[src/rtl/vga_timing_gen.sv]
// VGA raster timing source and DAC-side output stage.
// Counts pixels and lines and publishes them as pixelX/pixelY for the drawers.
// It delays blank and sync by PIPE_DELAY pixel ticks (legal range 0..3) so
// they line up with the colour coming back from the object mux.
// It then registers colour and timing together onto the pins.
// The first pixel_en tick after reset loads hCount=0, vCount=0 and raises
// startOfFrame. Until that tick, the raw timing reads as blank with no sync.
// Optional macro VGA_TEST_PATTERN_EN adds a test_pattern input. When it is
// high, the active area shows eight vertical colour bars instead of the mux
// colour.
module vga_timing_gen #(
    parameter int H_ACTIVE   = 640,
    parameter int H_FP       = 16,
    parameter int H_SYNC     = 96,
    parameter int H_BP       = 48,
    parameter int V_ACTIVE   = 480,
    parameter int V_FP       = 10,
    parameter int V_SYNC     = 2,
    parameter int V_BP       = 33,
    parameter int PIPE_DELAY = 1
) (
    input  logic        clk,
    input  logic        reset,
    input  logic        pixel_en,
`ifdef VGA_TEST_PATTERN_EN
    input  logic        test_pattern,
`endif
    output logic [10:0] pixelX,
    output logic [10:0] pixelY,
    output logic        startOfFrame,
    input  logic [7:0]  redIn,
    input  logic [7:0]  greenIn,
    input  logic [7:0]  blueIn,
    output logic [7:0]  vgaR,
    output logic [7:0]  vgaG,
    output logic [7:0]  vgaB,
    output logic        vgaHS,
    output logic        vgaVS,
    output logic        vgaBlankN,
    output logic        vgaSyncN
);

    localparam int H_TOTAL = H_ACTIVE + H_FP + H_SYNC + H_BP;
    localparam int V_TOTAL = V_ACTIVE + V_FP + V_SYNC + V_BP;

    localparam logic [10:0] H_ACT_L   = 11'(H_ACTIVE);
    localparam logic [10:0] H_LAST_L  = 11'(H_TOTAL - 1);
    localparam logic [10:0] HS_BEG_L  = 11'(H_ACTIVE + H_FP);
    localparam logic [10:0] HS_END_L  = 11'(H_ACTIVE + H_FP + H_SYNC);
    localparam logic [10:0] V_ACT_L   = 11'(V_ACTIVE);
    localparam logic [10:0] V_LAST_L  = 11'(V_TOTAL - 1);
    localparam logic [10:0] VS_BEG_L  = 11'(V_ACTIVE + V_FP);
    localparam logic [10:0] VS_END_L  = 11'(V_ACTIVE + V_FP + V_SYNC);

    logic [10:0] h_count;
    logic [10:0] v_count;
    logic        primed;
    logic        h_last;
    logic        v_last;
    logic        sof;

    logic        raw_active;
    logic        raw_hs_n;
    logic        raw_vs_n;
    logic        del_active;
    logic        del_hs_n;
    logic        del_vs_n;

    logic [7:0]  pix_r;
    logic [7:0]  pix_g;
    logic [7:0]  pix_b;

    logic [7:0]  out_r;
    logic [7:0]  out_g;
    logic [7:0]  out_b;
    logic        out_hs_n;
    logic        out_vs_n;
    logic        out_blank_n;

    assign h_last = (h_count == H_LAST_L);
    assign v_last = (v_count == V_LAST_L);

    // Raster counters: the first tick after reset primes at (0,0), then the
    // counters step once per tick and wrap at the end of line and frame.
    always_ff @(posedge clk) begin
        if (reset) begin
            h_count <= '0;
            v_count <= '0;
            primed  <= 1'b0;
        end else if (pixel_en) begin
            if (!primed) begin
                primed  <= 1'b1;
                h_count <= '0;
                v_count <= '0;
            end else if (h_last) begin
                h_count <= '0;
                v_count <= v_last ? 11'd0 : v_count + 11'd1;
            end else begin
                h_count <= h_count + 11'd1;
            end
        end
    end

    // Start-of-frame strobe: high for the single clk after the tick that
    // loads (0,0), and cleared on every other clk, including stalled ones.
    always_ff @(posedge clk) begin
        if (reset) begin
            sof <= 1'b0;
        end else begin
            sof <= pixel_en && (!primed || (h_last && v_last));
        end
    end

    // Raw blank and sync decoded from the counters. These are forced inactive
    // until the first tick has primed the raster.
    always_comb begin
        raw_active = primed && (h_count < H_ACT_L) && (v_count < V_ACT_L);
        raw_hs_n   = !(primed && (h_count >= HS_BEG_L) && (h_count < HS_END_L));
        raw_vs_n   = !(primed && (v_count >= VS_BEG_L) && (v_count < VS_END_L));
    end

`ifdef VGA_TEST_PATTERN_EN
    localparam logic [10:0] BAR_W_L = 11'(H_ACTIVE / 8);
    logic [10:0] del_h;
    logic [2:0]  bar;
`endif

    generate
        if (PIPE_DELAY == 0) begin : g_bypass
            assign del_active = raw_active;
            assign del_hs_n   = raw_hs_n;
            assign del_vs_n   = raw_vs_n;
`ifdef VGA_TEST_PATTERN_EN
            assign del_h      = h_count;
`endif
        end else begin : g_pipe
            logic [PIPE_DELAY-1:0] act_sr;
            logic [PIPE_DELAY-1:0] hs_sr;
            logic [PIPE_DELAY-1:0] vs_sr;

            // Alignment shift register for blank and sync, one stage per tick.
            always_ff @(posedge clk) begin
                if (reset) begin
                    act_sr <= '0;
                    hs_sr  <= '1;
                    vs_sr  <= '1;
                end else if (pixel_en) begin
                    act_sr[0] <= raw_active;
                    hs_sr[0]  <= raw_hs_n;
                    vs_sr[0]  <= raw_vs_n;
                    for (int i = 1; i < PIPE_DELAY; i++) begin
                        act_sr[i] <= act_sr[i-1];
                        hs_sr[i]  <= hs_sr[i-1];
                        vs_sr[i]  <= vs_sr[i-1];
                    end
                end
            end

            assign del_active = act_sr[PIPE_DELAY-1];
            assign del_hs_n   = hs_sr[PIPE_DELAY-1];
            assign del_vs_n   = vs_sr[PIPE_DELAY-1];

`ifdef VGA_TEST_PATTERN_EN
            logic [10:0] h_sr [PIPE_DELAY];

            // Delayed horizontal position, used only to pick the test bar.
            always_ff @(posedge clk) begin
                if (reset) begin
                    for (int i = 0; i < PIPE_DELAY; i++) h_sr[i] <= '0;
                end else if (pixel_en) begin
                    h_sr[0] <= h_count;
                    for (int i = 1; i < PIPE_DELAY; i++) h_sr[i] <= h_sr[i-1];
                end
            end

            assign del_h = h_sr[PIPE_DELAY-1];
`endif
        end
    endgenerate

    // Colour source: the mux colour, or the test bars when they are selected.
    always_comb begin
        pix_r = redIn;
        pix_g = greenIn;
        pix_b = blueIn;
`ifdef VGA_TEST_PATTERN_EN
        bar = 3'(del_h / BAR_W_L);
        if (test_pattern) begin
            pix_r = bar[2] ? 8'hFF : 8'h00;
            pix_g = bar[1] ? 8'hFF : 8'h00;
            pix_b = bar[0] ? 8'hFF : 8'h00;
        end
`endif
    end

    // Output register: captures colour and the delayed timing together, and
    // forces black whenever the delayed position is outside the active area.
    always_ff @(posedge clk) begin
        if (reset) begin
            out_r       <= '0;
            out_g       <= '0;
            out_b       <= '0;
            out_hs_n    <= 1'b1;
            out_vs_n    <= 1'b1;
            out_blank_n <= 1'b0;
        end else if (pixel_en) begin
            out_r       <= del_active ? pix_r : 8'h00;
            out_g       <= del_active ? pix_g : 8'h00;
            out_b       <= del_active ? pix_b : 8'h00;
            out_hs_n    <= del_hs_n;
            out_vs_n    <= del_vs_n;
            out_blank_n <= del_active;
        end
    end

    assign pixelX       = h_count;
    assign pixelY       = v_count;
    assign startOfFrame = sof;
    assign vgaR         = out_r;
    assign vgaG         = out_g;
    assign vgaB         = out_b;
    assign vgaHS        = out_hs_n;
    assign vgaVS        = out_vs_n;
    assign vgaBlankN    = out_blank_n;
    assign vgaSyncN     = 1'b0;

endmodule
[config.mk]
export PLATFORM = sky130hd
export DESIGN_NAME = vga_timing_gen
export DESIGN_NICKNAME = d
export VERILOG_FILES = /design/src/rtl/vga_timing_gen.sv
export SDC_FILE = /design/constraint.sdc
export NUM_CORES = 1
export LEC_CHECK = 0
export CORE_ASPECT_RATIO = 1.25
export CORE_MARGIN = 2
export CORE_UTILIZATION = 49
export CTS_CLUSTER_DIAMETER = 60
export DETAILED_ROUTE_END_ITERATION = 12
export PLACE_DENSITY = 0.82
export SLEW_MARGIN = 20
export SYNTH_ARGS = -nofsm -noshare
export SYNTH_HDL_FRONTEND = slang
export SYNTH_SLANG_ARGS = --single-unit
[constraint.sdc]
create_clock -name clk -period 3.8 [get_ports clk]
set_input_delay 0.38 -clock clk [delete_from_list [all_inputs] [get_ports clk]]
set_output_delay 0.38 -clock clk [all_outputs]
set_load 0.1 [all_outputs]
==> impl_results.md <==
* Unrepaired setup endpoints after global routing: false
* Worst Setup Start Kind: flop
* Area contributors post-synth: dfxtp_1 (47%), a22oi_1 (8.5%), nor2_1 (7.5%)
* Largest net degree at the start of global routing at 29
* H-Tree Level Count at 2
* Flop-to-flop setup slack at roughly 1800 ps
* Slew at the pin closest to its max-slew limit at 990 ps
* Post-synth EDFFs at 0
* Initial DRT Pass Iterations at 4
* Starting Density at between 50% and 60%
* Synth cell types at 51
* Root Buffer: clkbuf_8
* Layout Cells excl Fill at 379
* # IOs at 78
* Core ar. at 4460 um^2
* Setup tns final at 0 ps
* Top delay family on crit path: buffers and inverters
* Slew Viols, Final at 0
* Post-place setup slack at 1330 ps
* Syn_area_per_cell at 9.13 um^2
* Pwr Density at 343 nW/um^2
* Setup-failing EPs final at 0
* Maximum VDD drop at 0.225 mV
* Drc violations at 0
* Most used DFF post-synth: dfxtp_1
* CTS Buffer Depth at 2
* Fill cells at 361
* CP required at 3420 ps
* Net Count, Synth at roughly 280
* Max FO, Critical Path at 5
* Worst Path Buf+Inv at 1
* Vias/cell at about 5.6
* Slowest library cell on the worst path: clkdlybuf4s50_1
* CTS Sinks at 54
* Leakage at 0.00116 uW
* Cts repair resizes at 0
* Most common cell in the netlist: dfxtp_1
* Critical Setup Path Class: flop to primary output
* Antenna violations before repair at 0
* Placed insts at 372
* Die Y-Extent at 80.6 um
* Synth Cell Area at 2300 um^2
* Hold_buf cts at 0
* Async S/R FF share, synth at 0%
* Fraction of layout cells with a size suffix above 1 at 4.05%
* Cell Chain, Critical Path: clkdlybuf4s50_1
* Antenna Nets Post-Route at 0
* Skew-Pair Late Insertion Delay at 310 ps
* Fmax at ~420 MHz
* Routed wire length at 5500 um
* WL per Instance at 14.5 um
* Dpl hpwl at slightly below 4000 um
* Layout Skew at 6.80 ps
* Post-synthesis instance total at 252
* CP max stage delay at 1200 ps
* Fin. Hold Viols at 0
* Rel. slew slack at 33.8%
* Arrival time at the worst endpoint at roughly 2000 ps
* First-pass GRT wire length at 9250 um
* Post-synthesis sequential area ratio at 47.0%
* #FFs+latches synth at 54
* Initial DRC count at approximately 110
* Crit. End Element: primary output
* IO Port Bufs at 76
* CTS buffer count at 5
* Yosys top cell area share at 47.0%
* Global route overflow at 0
* Setup WS post-layout at approximately 1400 ps
* Via count of the first global-routing pass at approximately 1900
* Ys Warns at 0
* Clock slew seen by the registers of the worst setup and hold paths at 90 ps
* Syn-to-layout area delta at 38.8%
* Routability cong. at between 0.8 and 0.9
* Minimum period implied by the final worst setup slack at about 2400 ps
* Synth area leader: dfxtp_1
* Diodes inserted at 0
* Row Count at 27
* HP Class: flop to flop
* Post-CTS setup buffers at 0
* Maxcap violations at 0
* Gr usage total at approximately 22%
* Fin crit share at approximately 63%
* Die width at 65.3 um
* Die area at 5260 um^2
* Synth cell count leaders: dfxtp_1 (54), nor2_1 (46), a22oi_1 (26)
* Status: finished clean
* Fin nets at 351
* Via count at 2107
* CTS tree: done
==> sequential cells by signal (all words and copies together) (netlist names), 8 cells and up <==
signal / count
pixelX: 11
pixelY: 11
vgaB: 8
vgaG: 8
vgaR: 8
==> layout by cell type (no fill, tap or decap), types with 2 or more instances in the layout <==
| master | instances |
|---|---|
| nor3_1 | 5 |
| a211o_1 | 2 |
| nor2b_1 | 2 |
| xnor2_1 | 5 |
| nand3_1 | 5 |
| buf_4 | 2 |
| a22o_1 | 2 |
| clkbuf_8 | 6 |
| and3_1 | 8 |
| dfxtp_1 | 54 |
| clkdlybuf4s50_1 | 76 |
| xor2_1 | 2 |
| or4_1 | 2 |
| a21oi_1 | 4 |
| nand2_1 | 15 |
| nand4_1 | 7 |
| mux2i_1 | 3 |
| nor2_1 | 46 |
| a32oi_1 | 2 |
| a22oi_1 | 26 |
| a221o_1 | 7 |
| ha_1 | 3 |
| and3b_1 | 2 |
| or3_1 | 2 |
| inv_1 | 5 |
| a31oi_1 | 3 |
==> metal layers <==
| layer | part of all wire [%] | GRT usage (%) |
|---|---|---|
| met5 | 0 | 0 |
| met4 | 1.3 | 7.50 |
| met3 | 8.2 | 8.26 |
| met2 | 48 | 36.9 |
| met1 | 43 | 26.9 |
==> area by class of cell <==
type                            count  area (um^2)  share of cell area (%)
Multi-Input combinational cell    176         1130                    35.3
Sequential cell                    54         1080                    33.9
Timing Repair Buffer               78          776                    24.3
Clock buffer                        6         82.6                    2.59
Tap cell                           58         72.6                    2.27
Clock inverter                      1         30.0                   0.941
Inverter                            6         22.5                   0.706
==> stage by stage <==
step	util (%)	area, um^2	total power [uW]	hold slack [ps]
after global routing	71.6	3190	1140	540
after global placement	69.1	3080	716	473
final	71.6	3190	1090	492
after CTS	71.6	3190	1100	495
after floorplan	-	2300	671	439
after detailed placement	69.1	3080	717	471
==> power by group <==
part           switching (uW)  internal [uW]
Combinational            80.7           44.2
Clock                     180            211
Sequential               6.09            573
Total                     267            828
==> worst paths after layout <==
check / from / end / cells past startpoint
setup / recovery: pixelX[10] / pixelX[10] / 1
hold / removal: del_active / del_active / 2
setup reg to reg: pixelX[0] / pixelY[6] / 5
hold reg to reg: del_active / del_active / 2
==> logic make-up after synthesis <==
family / share of synthesized area, %
other: 0.163
XOR/XNOR: 2.67
buffers and inverters: 3.97
multiplexers: 1.80
adder cells (fa/ha/maj): 1.63
AND/OR/NAND/NOR: 25.1
flip-flops: 47.0
AO/OA/AOI/OAI: 17.6
(Power assumes the default switching activity.)
